**src/rtl/dma_engine.sv**
```systemverilog
// Single-channel word-copy DMA master: CPU-programmed SRC/DST/LEN, read-then-write
// per word, bus released for one cycle between words so other masters can win arbitration.
`timescale 1ns/1ps
module dma_engine #(
    parameter int ADDR_W = 32,
    parameter int DATA_W = 32,
    parameter int LEN_W  = 16
) (
    input  logic              i_clk,
    input  logic              i_rst_n,
    input  logic              i_cfg_we,
    input  logic [1:0]        i_cfg_addr,
    input  logic [31:0]       i_cfg_wdata,
    output logic [31:0]       o_cfg_rdata,
    output logic              o_req_dma,
    input  logic              i_gnt_dma,
    output logic              o_bus_valid,
    output logic              o_bus_we,
    output logic [ADDR_W-1:0] o_bus_addr,
    output logic [DATA_W-1:0] o_bus_wdata,
    input  logic [DATA_W-1:0] i_bus_rdata,
    input  logic              i_bus_ready,
    output logic              o_irq_done
);

    typedef enum logic [2:0] {S_IDLE, S_REQ, S_RD, S_WR, S_GAP, S_DONE} state_t;

    state_t              state_q, state_d;
    logic [ADDR_W-1:0]   src_q, src_d;
    logic [ADDR_W-1:0]   dst_q, dst_d;
    logic [LEN_W-1:0]    len_q, len_d;
    logic [DATA_W-1:0]   buf_q, buf_d;
    logic                done_q, done_d;
    logic                ie_q, ie_d;
    logic                busy;
    logic                start;
    logic                unused_wdata;

    assign busy         = (state_q != S_IDLE);
    assign o_irq_done   = done_q & ie_q;
    assign unused_wdata = i_cfg_wdata[1];

    always_ff @(posedge i_clk or negedge i_rst_n) begin
        if (!i_rst_n) begin
            state_q <= S_IDLE;
            src_q   <= '0;
            dst_q   <= '0;
            len_q   <= '0;
            buf_q   <= '0;
            done_q  <= 1'b0;
            ie_q    <= 1'b0;
        end else begin
            state_q <= state_d;
            src_q   <= src_d;
            dst_q   <= dst_d;
            len_q   <= len_d;
            buf_q   <= buf_d;
            done_q  <= done_d;
            ie_q    <= ie_d;
        end
    end

    always_comb begin
        state_d     = state_q;
        src_d       = src_q;
        dst_d       = dst_q;
        len_d       = len_q;
        buf_d       = buf_q;
        done_d      = done_q;
        ie_d        = ie_q;
        start       = 1'b0;
        o_req_dma   = 1'b0;
        o_bus_valid = 1'b0;
        o_bus_we    = 1'b0;
        o_bus_addr  = '0;
        o_bus_wdata = '0;

        // SRC/DST/LEN double as the working counters, so they are frozen to the CPU while busy.
        if (i_cfg_we) begin
            case (i_cfg_addr)
                2'd0: if (!busy) src_d = {i_cfg_wdata[ADDR_W-1:2], 2'b00};
                2'd1: if (!busy) dst_d = {i_cfg_wdata[ADDR_W-1:2], 2'b00};
                2'd2: if (!busy) len_d = i_cfg_wdata[LEN_W-1:0];
                default: begin
                    start = i_cfg_wdata[0];
                    ie_d  = i_cfg_wdata[3];
                    if (i_cfg_wdata[2]) done_d = 1'b0;
                end
            endcase
        end

        case (state_q)
            S_IDLE: if (start) state_d = (len_q == '0) ? S_DONE : S_REQ;
            S_REQ: begin
                o_req_dma = 1'b1;
                if (i_gnt_dma) state_d = S_RD;
            end
            S_RD: begin
                o_req_dma   = 1'b1;
                o_bus_valid = i_gnt_dma;
                o_bus_addr  = src_q;
                if (i_gnt_dma && i_bus_ready) begin
                    buf_d   = i_bus_rdata;
                    src_d   = src_q + ADDR_W'(4);
                    state_d = S_WR;
                end
            end
            S_WR: begin
                o_req_dma   = 1'b1;
                o_bus_valid = i_gnt_dma;
                o_bus_we    = 1'b1;
                o_bus_addr  = dst_q;
                o_bus_wdata = buf_q;
                if (i_gnt_dma && i_bus_ready) begin
                    dst_d   = dst_q + ADDR_W'(4);
                    len_d   = len_q - LEN_W'(1);
                    state_d = (len_q == LEN_W'(1)) ? S_DONE : S_GAP;
                end
            end
            S_GAP:  state_d = S_REQ;
            S_DONE: begin
                done_d  = 1'b1;
                state_d = S_IDLE;
            end
            default: state_d = S_IDLE;
        endcase
    end

    always_comb begin
        case (i_cfg_addr)
            2'd0:    o_cfg_rdata = 32'(src_q);
            2'd1:    o_cfg_rdata = 32'(dst_q);
            2'd2:    o_cfg_rdata = 32'(len_q);
            default: o_cfg_rdata = {28'd0, ie_q, done_q, busy, 1'b0};
        endcase
    end

endmodule
```
**config.mk**
```make
export PLATFORM = sky130hd
export DESIGN_NAME = dma_engine
export DESIGN_NICKNAME = d
export VERILOG_FILES = /design/src/rtl/dma_engine.sv
export SDC_FILE = /design/constraint.sdc
export NUM_CORES = 1
export LEC_CHECK = 0
export ABC_CLOCK_PERIOD_IN_PS = 3000
export BUFFER_PORTS_ARGS = -buffer_cell sky130_fd_sc_hd__buf_2
export CORE_MARGIN = 4
export CORE_UTILIZATION = 35
export CTS_BUF_LIST = sky130_fd_sc_hd__clkbuf_4 sky130_fd_sc_hd__clkbuf_8 sky130_fd_sc_hd__clkbuf_16
export CTS_CLUSTER_DIAMETER = 120
export DETAILED_ROUTE_END_ITERATION = 6
export MAX_ROUTING_LAYER = met4
export SLEW_MARGIN = 20
export SYNTH_ARGS = -nofsm -noshare
export SYNTH_HDL_FRONTEND = slang
export SYNTH_SLANG_ARGS = --single-unit
export TNS_END_PERCENT = 50
```
**constraint.sdc**
```tcl
create_clock -name i_clk -period 3 [get_ports i_clk]
set_input_delay 0.45 -clock i_clk [delete_from_list [all_inputs] [get_ports i_clk]]
set_output_delay 0.45 -clock i_clk [all_outputs]
set_load 0.03 [all_outputs]
```
==> metrics list, run 1 <==
* Effective utilization at floorplan: 35.9%
- Global-route wire length before repair: 42000 um
- Initial DRC Count: 732
- Clock slew at the register clock pins of the worst setup and hold paths: 0.06 ns
* Run status: finished, violations left
- Relative contribution of sequential cells to total power: 30.9%
- Number of synthesized flops with an enable pin: 0
- The tree is rooted in a clkbuf_16.
- Along the worst path, the maximum fanout reaches 14.
- Fill cells in the final layout number 2045.
- Post-Synthesis Net Count: 971
- The tool flagged a number of max-cap violations equal to 0.
- For this block, the via count after detailed routing is roughly 7.6k.
* Post-placement setup slack: 0.228 ns
- The worst setup path is launched from a flop.
* Critical path launch point: state_q[0]
- The tightest min-delay check is of the in2async type.
* Worst setup EP type: flop
* Internal portion of total power: 5.67 mW
* Power density normalized to cell area: about 1200 nW/um2
- Failing checks: negative hold slack
- Commonest cells after routing, fill and taps aside: buf_2 (169), nand2_1 (166), dfrtp_1 (117)
* Overall die area: 23300 um2
- Number of unique standard cell types used by synthesis: between 60 and 70
- Overflow left after global routing: 0
- The post-route netlist has around 25% of its cells at a drive strength greater than 1.
- In the synthesized netlist, the number of instances is 896.
- Highest ir drop seen on vdd: 0.465 mV
- The repair_antennas step left the layout with diodes totalling 0.
- Sequential elements use 39.9% of the synthesized area.
- Die extent in x: 153 um
* Num rows: 52
* Final wirelength: 26600 um
* Final critical path time including I/O delays and setup: 2.78 ns
- The via count of the first global-routing pass was 7405.
- Count of final hold-check violations: 3
* Worst clock skew: approximately 0.0074 ns
- The most used flip-flop cell after synthesis is dfrtp_1.
* Worst-Skew Late Latency: 0.42 ns
- Combinational share of power: about 46%
- Leakage power summed over all cells: 4.21 nW
- Number of antenna violations at the first check in global routing: 0
* Post-Synthesis Cell Area: 7330 um2
* # IOs: 171
- Synth Register Bits: 117
- Fraction of power spent switching nets: 47.1%
* Nets@finish: about 1.1k
- GR Util All Layers: between 20% and 30%
- Number of clock buffers inserted by TritonCTS: 17
- Minimum setup slack in the final design: 0.223 ns
- Die Ht: 153 um
- The total area inside the core boundary comes to 20400 um2.
* Maximum level of the CTS H-tree: 4
- Clock tree from TritonCTS: done
* Routed wire length per instance: 20.2 um
* Total of warnings raised by yosys: 0
* Maximum frequency from static timing analysis: 0.360 GHz
* Area added between synthesis and finish: 25.4%
* Number of nets still failing antenna checks after routing: 0
* TNS Setup: 0 ns
* Switching power of the nets: about 5.1 mW
* Number of vias per cell after detailed routing: 5.78
- Of all flip-flops after synthesis, the portion carrying an async set or reset was 100%.
- Data on the critical path arrives at its endpoint at 3.10 ns.
* Iteration count of the initial detailed-routing pass: 6
- Data on the critical path is required at its endpoint by approximately 3.3 ns.
- The startpoint identified for the worst register-to-register timing path is state_q[0].
- Hold timing on the final database bottoms out at a slack of -0.00914 ns.
* Worst setup path category: reg2reg
- Measured on the finished design, the core utilization comes to 45.0%.
- Clk pwr share: a little under a quarter
* Synthesized area per cell: 8.18 um2
- The library cell used most frequently in the layout, excluding fill and tap cells, is buf_2.
- Global placement routability congestion: approximately 0.9
- Ratio of final minimum period to clock period: 92.6%
- Setup violations remaining at the end of the flow were counted as 0.
* Worst-margin pin slew: 0.940 ns
- In this run the tool buffered the top-level ports with 170 buffer cells.
- Setup repair after global routing left no endpoint under its margin.
- Setup slack on the worst reg-to-reg path comes out at approximately 0.22 ns.
- In this run the tightest slew margin relative to its limit is 37.2%.
- Clk sink count: 117
- After legalization and detailed placement, the total HPWL measured 19000 um.
- CTS Buffer Depth: 2
- The max-slew violation count is 0.
- DRC errors left: 0
* Pin count of the biggest net entering global routing: 57
## cell families after synthesis
logic type,after synthesis,share of synthesized area [%]
simple gates,446,29.0
xor+xnor,1,0.120
fa+ha+maj,4,0.683
buf+inv,84,4.37
flops,117,39.9
compound gates,205,20.0
mux,39,5.89
## worst paths after layout
| kind | end | cells past startpoint |
|---|---|---|
| max | dst_q[17] | 6 |
| min | len_q[2] | 1 |
| max reg2reg | dst_q[17] | 6 |
| min reg2reg | buf_q[0] | 2 |
| max in group asynchronous | dst_q[11] | 2 |
| min in group i_clk | buf_q[25] | 3 |
## layout make-up
type	count	area (um2)	area share [%]
multi-input combinational	695	4100	44.6
sequential	117	2930	31.9
timing repair buffer	194	1070	11.7
clock buffer	19	453	4.93
tap	270	338	3.68
clock inverter	13	251	2.74
inverter	13	48.8	0.531
## what timing repair did
item                                    in CTS  in global routing
hold buffers                                 0                  0
setup buffers                                0                  0
gates resized for setup                      0                  2
endpoints found under the setup margin       0                  3
## power by group through the flow
stage | registers [mW] | logic [mW] | clock network (mW)
final | 3.31 | 4.96 | 2.45
after global routing | 3.44 | 5.37 | 2.56
after CTS | 3.28 | 4.96 | 2.48
after detailed placement | 3.30 | 4.94 | 0
after global placement | 3.28 | 4.90 | 0
after floorplan | 2.78 | 3.80 | 0
## critical path, cell delays in order (launching register included)
cell and delay (ns):
dfrtp_1 0.58, nand3b_1 0.27, inv_2 0.31, nand3_1 0.58, nor2_1 0.54, a211oi_1 0.14
a311oi_1 0.25
## synthesized netlist by cell type (3+ instances only)
cell type | number | share of area (%)
or3_1 | 7 | 0.60
clkbuf_1 | 59 | 3.0
dfrtp_1 | 117 | 40
mux2i_1 | 33 | 4.5
buf_2 | 4 | 0.27
o21a_1 | 4 | 0.41
inv_1 | 12 | 0.61
a21oi_1 | 41 | 2.8
o221a_2 | 12 | 1.8
nor2_1 | 90 | 4.6
nor3_1 | 21 | 1.4
nand2_1 | 168 | 8.6
a22oi_1 | 3 | 0.31
a41oi_1 | 3 | 0.36
ha_1 | 4 | 0.68
a31oi_1 | 4 | 0.34
a211oi_1 | 13 | 1.3
o22ai_1 | 14 | 1.2
o32ai_1 | 9 | 1.1
a22o_1 | 30 | 3.6
buf_1 | 8 | 0.41
and3_1 | 13 | 1.1
nand4_1 | 20 | 1.7
or2_2 | 3 | 0.26
a311o_1 | 4 | 0.55
and4_1 | 8 | 0.96
nor4_1 | 11 | 0.94
nand3_1 | 43 | 2.9
and2_1 | 42 | 3.6
o21ai_0 | 36 | 2.5
mux4_2 | 3 | 0.92
a311oi_1 | 17 | 2.0
mux2_2 | 3 | 0.46
or4_1 | 4 | 0.41
## sequential cells by signal, indices dropped and copies added (netlist names)
register  count
state_q       3
dst_q        32
done_q        1
buf_q        32
len_q        16
src_q        32
ie_q          1
## stage by stage
stage               cell area [um2]  hold WS, ns  cells  power [mW]
floorplan                      7330        0.154    896        6.58
finish                         9190     -0.00914   1321        10.7
detailed placement             8480        0.454   1289        8.24
global placement               8480        0.450   1289        8.19
CTS                            9190      0.00869   1321        10.7
global route                   9190       0.0354   1321        11.4
## metal layers
metal  global-route usage, %  up-vias  share of wire (%)
met5                       -        -                  0
met4                    7.51        0                2.4
met3                    3.27       51                5.7
met2                    36.7      358                 48
met1                    30.2     3671                 44
li1                        -     3555                  -
(Power assumes the default switching activity.)
==> run 2, diff against run 1 <==
--- a/config.mk
+++ b/config.mk
@@ -13,6 +13,7 @@
 export CTS_CLUSTER_DIAMETER = 120
 export DETAILED_ROUTE_END_ITERATION = 6
 export MAX_ROUTING_LAYER = met4
+export RECOVER_POWER = 50
 export SLEW_MARGIN = 20
 export SYNTH_ARGS = -nofsm -noshare
 export SYNTH_HDL_FRONTEND = slang
==> run 2 against run 1 <==
  * The run ends with max-capacitance violations, max-slew violations left
  * Critical path depth fell by 1
  * Clock power barely moved
  * Design area fell by 0.69%
  * Total power fell by 0.31%
  * Sequential power barely moved
  * Hold slack improved by 0.23 ns
  * Register-to-register slack improved by 0.08 ns
  * First-iteration DRC count fell by 10%
  * Die area did not move
  * Utilization fell by 0.31 points
  * Routed wire length rose by 0.57%
  * Critical endpoint is now o_bus_addr[20]
==> metrics list, run 2 (same netlist as run 1, synthesis figures left out) <==
- The flow ran to the end, but the final reports show violations.
- Failing checks: max-capacitance violations, max-slew violations
* Area added between synthesis and finish: 24.5%
- The clock insertion delay at the later pin of the skew report was 0.42 ns (about the same).
* Final wirelength: 26800 um (+0.57%)
- The I/O pin count was 171 (unchanged).
- Effective utilization at floorplan: 35.9% (unchanged)
* Leakage power summed over all cells: 4.13 nW (-1.8%)
- Endpoint required time on the critical path: 2.55 ns (-0.77 ns)
- The maximum achievable frequency was 0.359 GHz (-0.42%).
* Worst setup EP type: primary output
* Worst-margin pin slew: 2.05 ns (+1.11 ns)
- Slew headroom: -36.8% (-74 points)
* Unrepaired setup endpoints after global routing: false
- Most common cell after layout, fill and taps aside: nand2_1
- The initial detailed-routing violation count was 656 (-10%).
- The global-route total usage across every layer was 23.0% (unchanged).
- Overflow left after global routing: 0 (unchanged)
* Number of global-route vias before repair: 7405 (unchanged)
- The overall via count from detail_route came to 7675 (+0.52%).
- Power density normalized to cell area: 1170 nW/um2 (+0.39%)
* Cell chosen for the clock root: clkbuf_16
* Half-perimeter wire length of the detailed placement result: 19000 um (unchanged)
- DRC errors left: 0 (unchanged)
- Number of antenna violations at the first check in global routing: 0 (unchanged)
- Nets@finish: 1113 (unchanged)
* Layout cells sized above 1: 22.5% (-2.1 points)
* Pin count of the biggest net entering global routing: 57 (unchanged)
- Maximum level of the CTS H-tree: 4 (unchanged)
- The via density per instance came to 5.81 (+0.52%).
- Final Slew Violations: 39 (+39)
- The clock period minus final worst setup slack came to 2.79 ns (+0.0118 ns).
* Ratio of final minimum period to clock period: 93.0% (+0.39 points)
- The mean routed wirelength per cell is 20.3 um (+0.57%).
* Setup violations, final: 0 (unchanged)
- Die extent in x: 153 um (unchanged)
* Global placement routability congestion: 0.922 (unchanged)
* Diode insertion count for antenna repair: 0 (unchanged)
- Die Ht: 153 um (unchanged)
* Iteration count of the initial detailed-routing pass: 5 (-1)
* Num rows: 52 (unchanged)
- Type of the tightest min-delay check: in2reg
- The final-report hold violation count was 0 (-3).
- Commonest cells after routing, fill and taps aside: nand2_1 (166), buf_2 (151), dfrtp_1 (117)
- The number of buffers inserted during clock tree synthesis was 17 (unchanged).
* Count of max-cap constraint violations: 1 (+1)
- Number of nets still failing antenna checks after routing: 0 (unchanged)
- The number of buffers on the longest clock path is 2 (unchanged).
* Overall die area: 23300 um2 (unchanged)
- Worst setup path category: reg2out
- The worst-case clock skew was 0.00558 ns (-0.00183 ns).
- Largest registers: buf_q (32), dst_q (32), src_q (32)
* Port Buf Inserts: 170 (unchanged)
- Global-route wire length before repair: 42000 um (unchanged)
* Crit Path Max Fanout: 18 (+4)
- The worst setup path is launched from a flop.
- The peak ir drop on the vdd network came to 0.464 mV (-0.11%).
- Clock slew at the register clock pins of the worst setup and hold paths: 0.06 ns (about the same)
- TNS Setup: 0 ns (unchanged)
- The number of sinks handled by clock tree synthesis is 117 (unchanged).
- # hold bufs at CTS: 0 (unchanged)
- Clock tree from TritonCTS: done
- The post-layout total power came to 10.7 mW (-0.31%).
- The area of the placeable core is 20400 um2 (unchanged).
- Arrival time of the worst setup path: 2.34 ns (-0.76 ns)
==> run 2: repair_timing <==
item / CTS / global route
setup buffers: 0 / 0
endpoints found under the setup margin: 0 / 3
resized for setup: 0 / 2
==> run 2: path summary, 6_finish.rpt <==
kind,from,to,slack [ns],cells past startpoint
max,state_q[1],o_bus_addr[20],0.21,5
min,i_bus_rdata[25],buf_q[25],0.22,3
max reg2reg,state_q[2],dst_q[17],0.30,6
min reg2reg,buf_q[0],buf_q[0],0.46,2
max in group asynchronous,i_rst_n,dst_q[25],0.57,2
min in group asynchronous,i_rst_n,len_q[2],0.60,1
==> run 2: power by group <==
group | switching [mW] | leakage (nW) | internal, mW
registers | 1.04 | 1.34 | 2.26
logic | 3.24 | 2.46 | 1.69
clock network | 0.771 | 0.335 | 1.68
total | 5.06 | 4.13 | 5.64
==> run 2: cell type report <==
| class | count | area [um2] |
|---|---|---|
| timing repair buffer | 194 | 1020 |
| inverter | 13 | 48.8 |
| multi-input combinational | 695 | 4090 |
| clock inverter | 13 | 251 |
| tap | 270 | 338 |
| sequential | 117 | 2930 |
| fill | 2061 | 11300 |
| clock buffer | 19 | 453 |
==> run 2: routing by layer <==
metal	up-vias	GRT usage (%)	share of wire, %
li1	3548	-	-
met5	-	-	0
met4	0	7.51	2.1
met3	41	3.27	5.4
met2	320	36.7	48
met1	3766	30.2	44
==> run 2: per-stage QoR <==
stage	setup WS, ns	hold WS [ns]	util (%)	cells	area (um2)
after floorplan	0.492	0.154	-	896	7330
after global placement	0.341	0.450	41.5	1289	8480
after detailed placement	0.228	0.454	41.5	1289	8480
after CTS	0.187	0.00869	45.0	1321	9190
after global routing	0.0155	0.216	44.7	1321	9130
final	0.211	0.218	44.7	1321	9130
==> run 2: critical path, cell delays in order, from the launching register on <==
cell	delay, ns
dfrtp_1	0.54
nor3b_1	0.40
buf_4	0.34
nand2_1	0.10
o21ai_0	0.23
buf_2	0.30
==> run 3, diff against run 2 <==
--- a/config.mk
+++ b/config.mk
@@ -13,6 +13,7 @@
 export CTS_CLUSTER_DIAMETER = 120
 export DETAILED_ROUTE_END_ITERATION = 6
 export MAX_ROUTING_LAYER = met4
+export PLACE_DENSITY = 0.63
 export RECOVER_POWER = 50
 export SLEW_MARGIN = 20
 export SYNTH_ARGS = -nofsm -noshare
==> run 3 against run 2 <==
  * The flow now finishes without violations
  * Sequential cell count is the same
  * Utilization down 0.31 points
  * Setup slack better by 0.053 ns
  * Critical path type unchanged
  * Largest power group unchanged
  * Highest routed layer unchanged
==> metrics list, run 3 (same netlist as run 1, synthesis figures left out) <==
- The maximum achievable frequency came to 0.366 GHz (+2.0%).
- Slew headroom: 6.19% (+43 points)
- Ratio of final minimum period to clock period: 91.2% (-1.8 points)
- The static power due to leakage came to 4.13 nW (about the same).
* Effective utilization at floorplan: 35.9% (unchanged)
- STA classifies the critical path startpoint as a flop.
- Minimum setup slack in the final design: 0.264 ns (+0.0535 ns)
- The via count of the first global-routing pass came to 7386 (-0.26%).
- Setup violations, final: 0 (unchanged)
- The floorplan row count came to 52 (unchanged).
- Clk sink count: 117 (unchanged)
- Share of the core filled with cells in the final layout: 44.4% (-0.31 points)
- Worst Hold Endpoint: buf_q[0]
- The I/O pin count came to 171 (unchanged).
- Most common cell after layout, fill and taps aside: nand2_1
* Final Slew Violations: 0 (-100%)
- The actual transition at the worst max-transition pin was 1.41 ns (-0.644 ns).
- Die Ht: 153 um (unchanged)
- Area added between synthesis and finish: 23.7%
- The mean routed wirelength per cell was 20.0 um (-1.2%).
- Overall die area: 23300 um2 (unchanged)
* Combinational share of power: 46.4% (+0.3 points)
- Switching power of the nets: 5.03 mW (-0.56%)
- DRC errors left: 0 (unchanged)
* Count of cells along the worst register-to-register path: 7 (+1)
- The placement-stage cell area came to 8450 um2 (-0.38%).
* Number of nets still failing antenna checks after routing: 0 (unchanged)
- Count of final hold-check violations: 0 (unchanged)
- The final RePlAce weighted congestion is 0.896 (-2.8%).
* Number of antenna violations at the first check in global routing: 1 (+1)
* Worst R2R Start: state_q[1]
- Final wirelength: 26500 um (-1.2%)
- Core Area: 20400 um2 (unchanged)
- Endpoint required time on the critical path: 2.55 ns (about the same)
- The worst setup path is captured at a primary output.
- The number of buffers inserted during clock tree synthesis was 17 (unchanged).
- The worst-case clock skew is 0.00889 ns (+0.00331 ns).
* Crit Path Max Fanout: 45 (+27)
- The peak ir drop on the vdd network is 0.489 mV (+5.2%).
- # hold bufs at CTS: 0 (unchanged)
- The total non-filler cell area in the finished layout was 9060 um2 (-0.69%).
- In this run the critical register-to-register path is captured at src_q[21].
- Post-placement setup slack: 0.601 ns (+0.373 ns)
* Relative contribution of sequential cells to total power: 31.5% (+0.6 points)
- R2R setup slack: 0.41 ns (+0.11 ns)
* Arrival time of the worst setup path: 2.29 ns (-0.05 ns)
- Total instance count after detailed placement: 1288 (-0.078%)
- The post-CTS setup-driven buffer insertion count was 0 (unchanged).
* Run status: finished clean
- Commonest cells after routing, fill and taps aside: nand2_1 (168), buf_2 (154), dfrtp_1 (117)
* Initial DRC Count: 773 (+18%)
- Overflow left after global routing: 0 (unchanged)
- Number of vias per cell after detailed routing: 5.81 (about the same)
- Power density normalized to cell area: 1170 nW/um2 (-0.52%)
* Iteration count of the initial detailed-routing pass: 6 (+1)
* Maximum level of the CTS H-tree: 4 (unchanged)
* Type of the tightest min-delay check: in2reg
- In this run the most critical hold path is launched from i_bus_rdata[0].
- Nets@finish: 1112 (-0.090%)
- Unrepaired setup endpoints after global routing: false
* Half-perimeter wire length of the detailed placement result: 19100 um (+0.40%)
- The root buffer cell chosen for the clock tree is clkbuf_16.
* Number of gates given a new drive strength after cts: 0 (unchanged)
* Clk pwr share: 22.1% (-0.9 points)
- In the final layout, the registers with the most flip-flops are buf_q (32), dst_q (32), src_q (32).
- Die extent in x: 153 um (unchanged)
- The worst hold slack across all endpoints was 0.213 ns (-0.00489 ns).
- CTS Buffer Depth: 2 (unchanged)
- The total negative slack came to 0 ns (unchanged).
* Worst-Skew Late Latency: 0.42 ns (about the same)
* Pin count of the biggest net entering global routing: 57 (unchanged)
- The worst hold path stage count came to 3 (unchanged).
* Worst setup path category: reg2out
- Port Buf Inserts: 170 (unchanged)
* Final Power: 10.6 mW (-1.2%)
* Clock slew at the register clock pins of the worst setup and hold paths: 0.06 ns (about the same)
* Clock tree from TritonCTS: done
- The filler-free cell count of the finished design is 1321 (unchanged).
- Global-route wire length before repair: 41800 um (-0.56%)
- Final-layout fill cell count: 2068 (+0.34%)
- The switching portion of total power is 47.6% (+0.31 points).
* Count of max-cap constraint violations: 0 (-1)
- Internal portion of total power: 5.54 mW (-1.8%)
- The share of cells above drive strength 1 came to 22.6% (+0.12 points).
* Final critical path time including I/O delays and setup: 2.74 ns (-0.0535 ns)
- Routed vias: 7681 (+0.078%)
- GR Util All Layers: 23.1% (+0.13 points)
run 3: cell count changes in the layout (fill, tap and decap cells not counted), sizes merged:
| cell | before | now |
|---|---|---|
| clkbuf | 42 | 45 |
| bufinv | 7 | 5 |
| clkinvlp | 3 | 1 |
| buf | 171 | 172 |
| clkinv | 3 | 2 |
| diode | 0 | 1 |
run 3: area by class of cell:
type	count	area, um2	share of cell area [%]
timing repair buffer	193	991	10.9
antenna	1	2.50	0.0276
clock buffer	24	509	5.62
multi-input combinational	695	4080	45.0
inverter	13	48.8	0.538
clock inverter	8	168	1.85
tap	270	338	3.73
sequential	117	2930	32.3
run 3: worst max-delay path: stages (launching register included):
cell,delay [ns]
dfrtp_1,0.54
nand3b_1,0.32
inv_2,0.14
buf_4,0.38
a22o_1,0.25
buf_2,0.21
run 3: how the worst max path moves through the flow:
stage / slack [ns] / start / endpoint / cells past startpoint
global route: 0.1 / state_q[1] / o_bus_addr[3] / 5
finish: 0.26 / state_q[1] / o_bus_addr[27] / 5
CTS: 0.20 / state_q[0] / o_bus_addr[5] / 5
detailed placement: 0.60 / state_q[0] / dst_q[30] / 7
floorplan: 0.49 / i_cfg_addr[1] / o_cfg_rdata[0] / 4
global placement: 0.60 / state_q[2] / dst_q[30] / 7
run 3: power by group through the flow:
stage	sequential, mW	combinational (mW)	clock, mW
floorplan	2.78	3.80	0
global placement	3.29	4.86	0
detailed placement	3.32	4.91	0
CTS	3.29	4.93	2.37
global route	3.45	5.32	2.43
finish	3.33	4.90	2.34
run 3: per-layer routing:
| metal | share of wire (%) | global-route usage [%] |
|---|---|---|
| met2 | 48 | 35.7 |
| met3 | 7.0 | 4.66 |
| met4 | 3.0 | 8.99 |
| met1 | 42 | 29.9 |
| met5 | 0 | - |
